--- src/rtl/wb_arbiter_pkg.sv ---
// Shared definitions for the write-back arbiter and its register scoreboard.
// Holds default widths, grant-pointer encodings and the register-zero index.
package wb_arbiter_pkg;

  localparam int DWIDTH_DEF = 32;
  localparam int AWIDTH_DEF = 5;

  typedef enum logic {
    GNT_ALU = 1'b0,
    GNT_MEM = 1'b1
  } gnt_e;

  localparam int unsigned REG_ZERO = 0;

endpackage

--- src/rtl/wb_scoreboard.sv ---
// Pending-write scoreboard: one busy bit per architectural register.
// A set and a clear of the same register in one cycle leaves it set; x0 is never busy.
module wb_scoreboard
  import wb_arbiter_pkg::*;
#(
  parameter int AWIDTH = AWIDTH_DEF
) (
  input  logic              w_clk,
  input  logic              w_rst,
  input  logic              set_en,
  input  logic [AWIDTH-1:0] set_rd,
  input  logic              clr_en,
  input  logic [AWIDTH-1:0] clr_rd,
  input  logic [AWIDTH-1:0] rs1,
  input  logic [AWIDTH-1:0] rs2,
  output logic              busy_rs1,
  output logic              busy_rs2
);

  localparam int DEPTH = 1 << AWIDTH;

  logic [DEPTH-1:0] bits_r;
  logic [DEPTH-1:0] bits_next_s;

  // Next-state: clear first so a same-cycle set on the same register wins.
  always_comb begin
    bits_next_s = bits_r;
    if (clr_en) begin
      bits_next_s[clr_rd] = 1'b0;
    end else begin
      bits_next_s = bits_next_s;
    end
    if (set_en) begin
      bits_next_s[set_rd] = 1'b1;
    end else begin
      bits_next_s = bits_next_s;
    end
    bits_next_s[REG_ZERO] = 1'b0;
  end

  // Scoreboard state register with synchronous active-low clear.
  always_ff @(posedge w_clk) begin
    if (!w_rst) begin
      bits_r <= '0;
    end else begin
      bits_r <= bits_next_s;
    end
  end

  // Query ports read registered state only; x0 reads as idle.
  always_comb begin
    busy_rs1 = 1'b0;
    busy_rs2 = 1'b0;
    if (rs1 != AWIDTH'(REG_ZERO)) begin
      busy_rs1 = bits_r[rs1];
    end else begin
      busy_rs1 = 1'b0;
    end
    if (rs2 != AWIDTH'(REG_ZERO)) begin
      busy_rs2 = bits_r[rs2];
    end else begin
      busy_rs2 = 1'b0;
    end
  end

endmodule

--- src/rtl/wb_arbiter.sv ---
// Round-robin write-back arbiter between ALU and load unit, driving the
// register-file write port from registers and tracking pending destinations.
module wb_arbiter
  import wb_arbiter_pkg::*;
#(
  parameter int DWIDTH = DWIDTH_DEF,
  parameter int AWIDTH = AWIDTH_DEF
) (
  input  logic              w_clk,
  input  logic              w_rst,
  input  logic              w_alu_valid,
  input  logic [AWIDTH-1:0] w_alu_rd,
  input  logic [DWIDTH-1:0] w_alu_data,
  output logic              w_alu_ready,
  input  logic              w_mem_valid,
  input  logic [AWIDTH-1:0] w_mem_rd,
  input  logic [DWIDTH-1:0] w_mem_data,
  output logic              w_mem_ready,
  input  logic              w_issue_valid,
  input  logic [AWIDTH-1:0] w_issue_rd,
  input  logic [AWIDTH-1:0] w_rs1,
  input  logic [AWIDTH-1:0] w_rs2,
  output logic              w_busy_rs1,
  output logic              w_busy_rs2,
  output logic              w_we,
  output logic [AWIDTH-1:0] w_addr_rd,
  output logic [DWIDTH-1:0] w_data_rd
);

  gnt_e              ptr_r;
  gnt_e              ptr_next_s;
  logic              alu_ready_s;
  logic              mem_ready_s;
  logic              accept_s;
  logic              acc_nz_s;
  logic [AWIDTH-1:0] acc_rd_s;
  logic [DWIDTH-1:0] acc_data_s;
  logic              we_r;
  logic [AWIDTH-1:0] addr_r;
  logic [DWIDTH-1:0] data_r;

  // Grant selection: a lone requester always wins; on contention the pointer decides.
  always_comb begin
    alu_ready_s = 1'b0;
    mem_ready_s = 1'b0;
    ptr_next_s  = ptr_r;
    if (w_alu_valid && (!w_mem_valid || (ptr_r == GNT_ALU))) begin
      alu_ready_s = 1'b1;
      ptr_next_s  = GNT_MEM;
    end else if (w_mem_valid) begin
      mem_ready_s = 1'b1;
      ptr_next_s  = GNT_ALU;
    end else begin
      ptr_next_s  = ptr_r;
    end
  end

  // Accepted write-back payload mux.
  always_comb begin
    acc_rd_s   = w_alu_rd;
    acc_data_s = w_alu_data;
    if (mem_ready_s) begin
      acc_rd_s   = w_mem_rd;
      acc_data_s = w_mem_data;
    end else begin
      acc_rd_s   = w_alu_rd;
      acc_data_s = w_alu_data;
    end
  end

  assign accept_s    = alu_ready_s | mem_ready_s;
  assign acc_nz_s    = accept_s && (acc_rd_s != AWIDTH'(REG_ZERO));
  assign w_alu_ready = alu_ready_s;
  assign w_mem_ready = mem_ready_s;

  // Pointer and write-port registers; x0 writes load address/data but never enable.
  always_ff @(posedge w_clk) begin
    if (!w_rst) begin
      ptr_r  <= GNT_ALU;
      we_r   <= 1'b0;
      addr_r <= '0;
      data_r <= '0;
    end else begin
      ptr_r <= ptr_next_s;
      we_r  <= acc_nz_s;
      if (accept_s) begin
        addr_r <= acc_rd_s;
        data_r <= acc_data_s;
      end else begin
        addr_r <= addr_r;
        data_r <= data_r;
      end
    end
  end

  assign w_we      = we_r;
  assign w_addr_rd = addr_r;
  assign w_data_rd = data_r;

  wb_scoreboard #(
    .AWIDTH(AWIDTH)
  ) u_scoreboard (
    .w_clk   (w_clk),
    .w_rst   (w_rst),
    .set_en  (w_issue_valid),
    .set_rd  (w_issue_rd),
    .clr_en  (acc_nz_s),
    .clr_rd  (acc_rd_s),
    .rs1     (w_rs1),
    .rs2     (w_rs2),
    .busy_rs1(w_busy_rs1),
    .busy_rs2(w_busy_rs2)
  );

endmodule

--- config.mk ---
export PLATFORM = sky130hd
export DESIGN_NAME = wb_arbiter
export DESIGN_NICKNAME = d
export VERILOG_FILES = /design/src/rtl/wb_arbiter_pkg.sv /design/src/rtl/wb_scoreboard.sv /design/src/rtl/wb_arbiter.sv
export SDC_FILE = /design/constraint.sdc
export NUM_CORES = 1
export LEC_CHECK = 0
export ABC_CLOCK_PERIOD_IN_PS = 5950
export BUFFER_PORTS_ARGS = -buffer_cell sky130_fd_sc_hd__buf_2
export CAP_MARGIN = 20
export CORE_MARGIN = 4
export CORE_UTILIZATION = 45
export DETAILED_ROUTE_END_ITERATION = 6
export HOLD_SLACK_MARGIN = 0.1
export PLACE_DENSITY = 0.73
export SLEW_MARGIN = 25
export SYNTH_ARGS = -nofsm -noshare
export SYNTH_HDL_FRONTEND = slang
export SYNTH_SLANG_ARGS = --single-unit
--- constraint.sdc ---
create_clock -name w_clk -period 5.95 [get_ports w_clk]
set_clock_uncertainty 0.2 [all_clocks]
set_input_delay 1.4875 -clock w_clk [delete_from_list [all_inputs] [get_ports w_clk]]
set_output_delay 1.4875 -clock w_clk [all_outputs]
set_load 0.1 [all_outputs]
==> run metrics <==
status finished clean; Worst IR Drop VDD 0.000160 V; vias 3990; die area 10100 sq um; post-synthesis cell area 3830 sq um; met3 usage 5.14%; area fraction of the dominant cell type after synthesis 36.6%; synth top area cells dfxtp_1, a311oi_1, nand2_1; clock latency on the worst-skew pair 0.34 ns; Final Cycle Share 80.7%; gr busiest metal met2; Most used DFF post-synth dfxtp_1; final-report hold violation count 0; CTS tree built; Worst EP arrival 3.12 ns; met1 usage 29.3%; Initial Util 46.4%; YS warnings 0; # Max-Cap Violations 0; non-filler cells, final 679; Wirelength per Cell 16.6 um; post-layout min period 4.80 ns; Finish-stage setup viols 0; highest clock rate 208 MHz; Setup Fix Bufs, Post-CTS 0; grt ovf 0; area delta synth->final 22.7%; TNS Setup 0 ns; CP Class in -> out; PwrDens 277 nW/um^2; register area share after synthesis 36.6%; Cell variety after synth 52; hold_buf cts 0; Clock Tree Buf Depth 2; final worst setup slack 1.15 ns; layout cells sized above 1 31.5%; first-pass GRT wire length 18300 um; IO buf count 135; Post-synth EDFFs 0; Total GRT Usage 22.4%; remaining antenna violation count after routing 0; FILL cells 778; Max-slew headroom 34.5%; DIE HEIGHT 100 um; Worst Hold Class reg -> reg; half-perimeter wire length after detailed placement 8190 um; endpoint type of the worst setup path output port; Final Util 57.0%; Multi-input gate area 2230 sq um; area of the core 8260 sq um; Mapped Avg Cell Area 8.32 sq um; # diodes 0; drc violations 0; cts bufs inserted 9; IO Count 136; post-synth top area cell dfxtp_1; die width 100 um; largest net degree at the start of global routing 72; clk root buf clkbuf_8; initial DRC count 218; number of gates resized after CTS 0; row count 33; Slew Limit Fails 0; routed wire length 11300 um; H-tree level count 3; startpoint class of the critical path input port; Place WS 1.15 ns; Reg clk slew, reported paths 0.07 ns; vias in the first global route 3779; vias per cell 5.88; FFs w/ async S/R, synth 0%; antenna violations before repair 0; # clock sinks 70; Post-DP Area 4480 sq um; Placer Congestion 0.894; CP Max Fanout 10; Seq cells post-synth 70; Reg area 1400 sq um; Lkg Pwr 2.02 nW; cell count after synthesis 461; Layout Nets 663; RSZ-0062 raised after global routing false; placed insts 663; Final Cell Area 4700 sq um; DRT Pass-1 Iters 7; met2 GRT Util 36.5%; Net Count, Synth 555; Worst-Margin Slew 0.978 ns; CP Data Required Time 4.26 ns
-- cells in the final DEF, fill, tap and decap left out, types with 3 or more instances in the layout --
cell type | netlist | layout
a21oi_1 | 22 | 22
a311oi_1 | 48 | 48
a31oi_1 | 4 | 4
a32o_1 | 16 | 16
buf_2 | 15 | 135
clkbuf_8 | 0 | 10
clkinvlp_4 | 0 | 3
dfxtp_1 | 70 | 70
inv_1 | 5 | 5
mux2_2 | 8 | 8
mux2i_1 | 13 | 13
mux4_2 | 7 | 7
nand2_1 | 108 | 108
nand3_1 | 7 | 7
nand3b_1 | 5 | 5
nand4_1 | 4 | 4
nand4b_1 | 4 | 4
nor2_1 | 48 | 48
nor3_1 | 3 | 3
nor3b_1 | 6 | 5
o21ai_0 | 5 | 4
o22ai_1 | 3 | 3
o41ai_2 | 3 | 3
-- state kept, by name, summed over array words and instances, names as in the netlist --
| signal | count |
|---|---|
| u_scoreboard.bits_r | 31 |
| w_addr_rd | 5 |
| w_data_rd | 32 |
| w_we | 1 |
| ptr_r | 1 |
-- worst max-delay path, cell delays in order --
cell	delay, ns
buf_2	0.27
mux4_2	0.54
mux2_2	0.28
a31oi_1	0.16
o21ai_1	0.08
buf_2	0.29
-- final cells by class --
class / instances / area share, %
flip-flops and latches: 70 / 29.8
clock buffers: 11 / 3.01
well taps: 105 / 2.79
clock inverters: 5 / 1.76
inverters: 8 / 0.692
multi-input cells: 344 / 47.4
repair buffers: 136 / 14.5
-- cell usage after synthesis, drive strengths merged (7+ instances only) --
| cell | number |
|---|---|
| nor3b | 7 |
| a32o | 16 |
| buf | 19 |
| mux2i | 13 |
| nand3 | 7 |
| a311oi | 48 |
| mux2 | 8 |
| mux4 | 7 |
| nor2 | 49 |
| nand2 | 109 |
| a21oi | 24 |
| inv | 8 |
| dfxtp | 70 |
| clkbuf | 20 |
-- power breakdown --
group / switching (W) / internal (W) / total (W)
sequential: 0.0000136 / 0.000493 / 0.000507
clock: 0.000187 / 0.000248 / 0.000434
combinational: 0.000282 / 0.0000814 / 0.000364
total: 0.000482 / 0.000822 / 0.00130
-- metal layers --
layer	wire length (um)	vias up	share of wire, %
li1	-	1933	-
met1	4750	1862	42
met2	5300	179	47
met3	1050	16	9.3
met4	176	0	1.6
met5	0	-	0
-- through the flow --
stage          total power [W]  hold WS [ns]
4_1_cts                0.00131         0.269
2_1_floorplan         0.000799         0.263
5_1_grt                0.00135         0.288
3_3_place_gp          0.000877         0.247
6_report               0.00130         0.268
3_5_place_dp          0.000881         0.258
-- kinds of logic after synthesis --
logic type	synth area share, %
mux	9.86
compound gates	25.1
buf+inv	5.45
simple gates	23.1
flops	36.6
-- path summary, 6_finish.rpt --
kind	startpoint	endpoint	slack [ns]	cells after the start
worst max-delay path	w_rs1[0]	w_busy_rs1	1.15	6
worst min-delay path	w_addr_rd[2]$_SDFFE_PN0P_	w_addr_rd[2]$_SDFFE_PN0P_	0.27	2
worst max register to register	ptr_r$_SDFFE_PN0P_	u_scoreboard.bits_r[11]$_SDFF_PN0_	3.33	7
worst min register to register	w_addr_rd[2]$_SDFFE_PN0P_	w_addr_rd[2]$_SDFFE_PN0P_	0.27	2
Power figures use the tool's default switching activity.
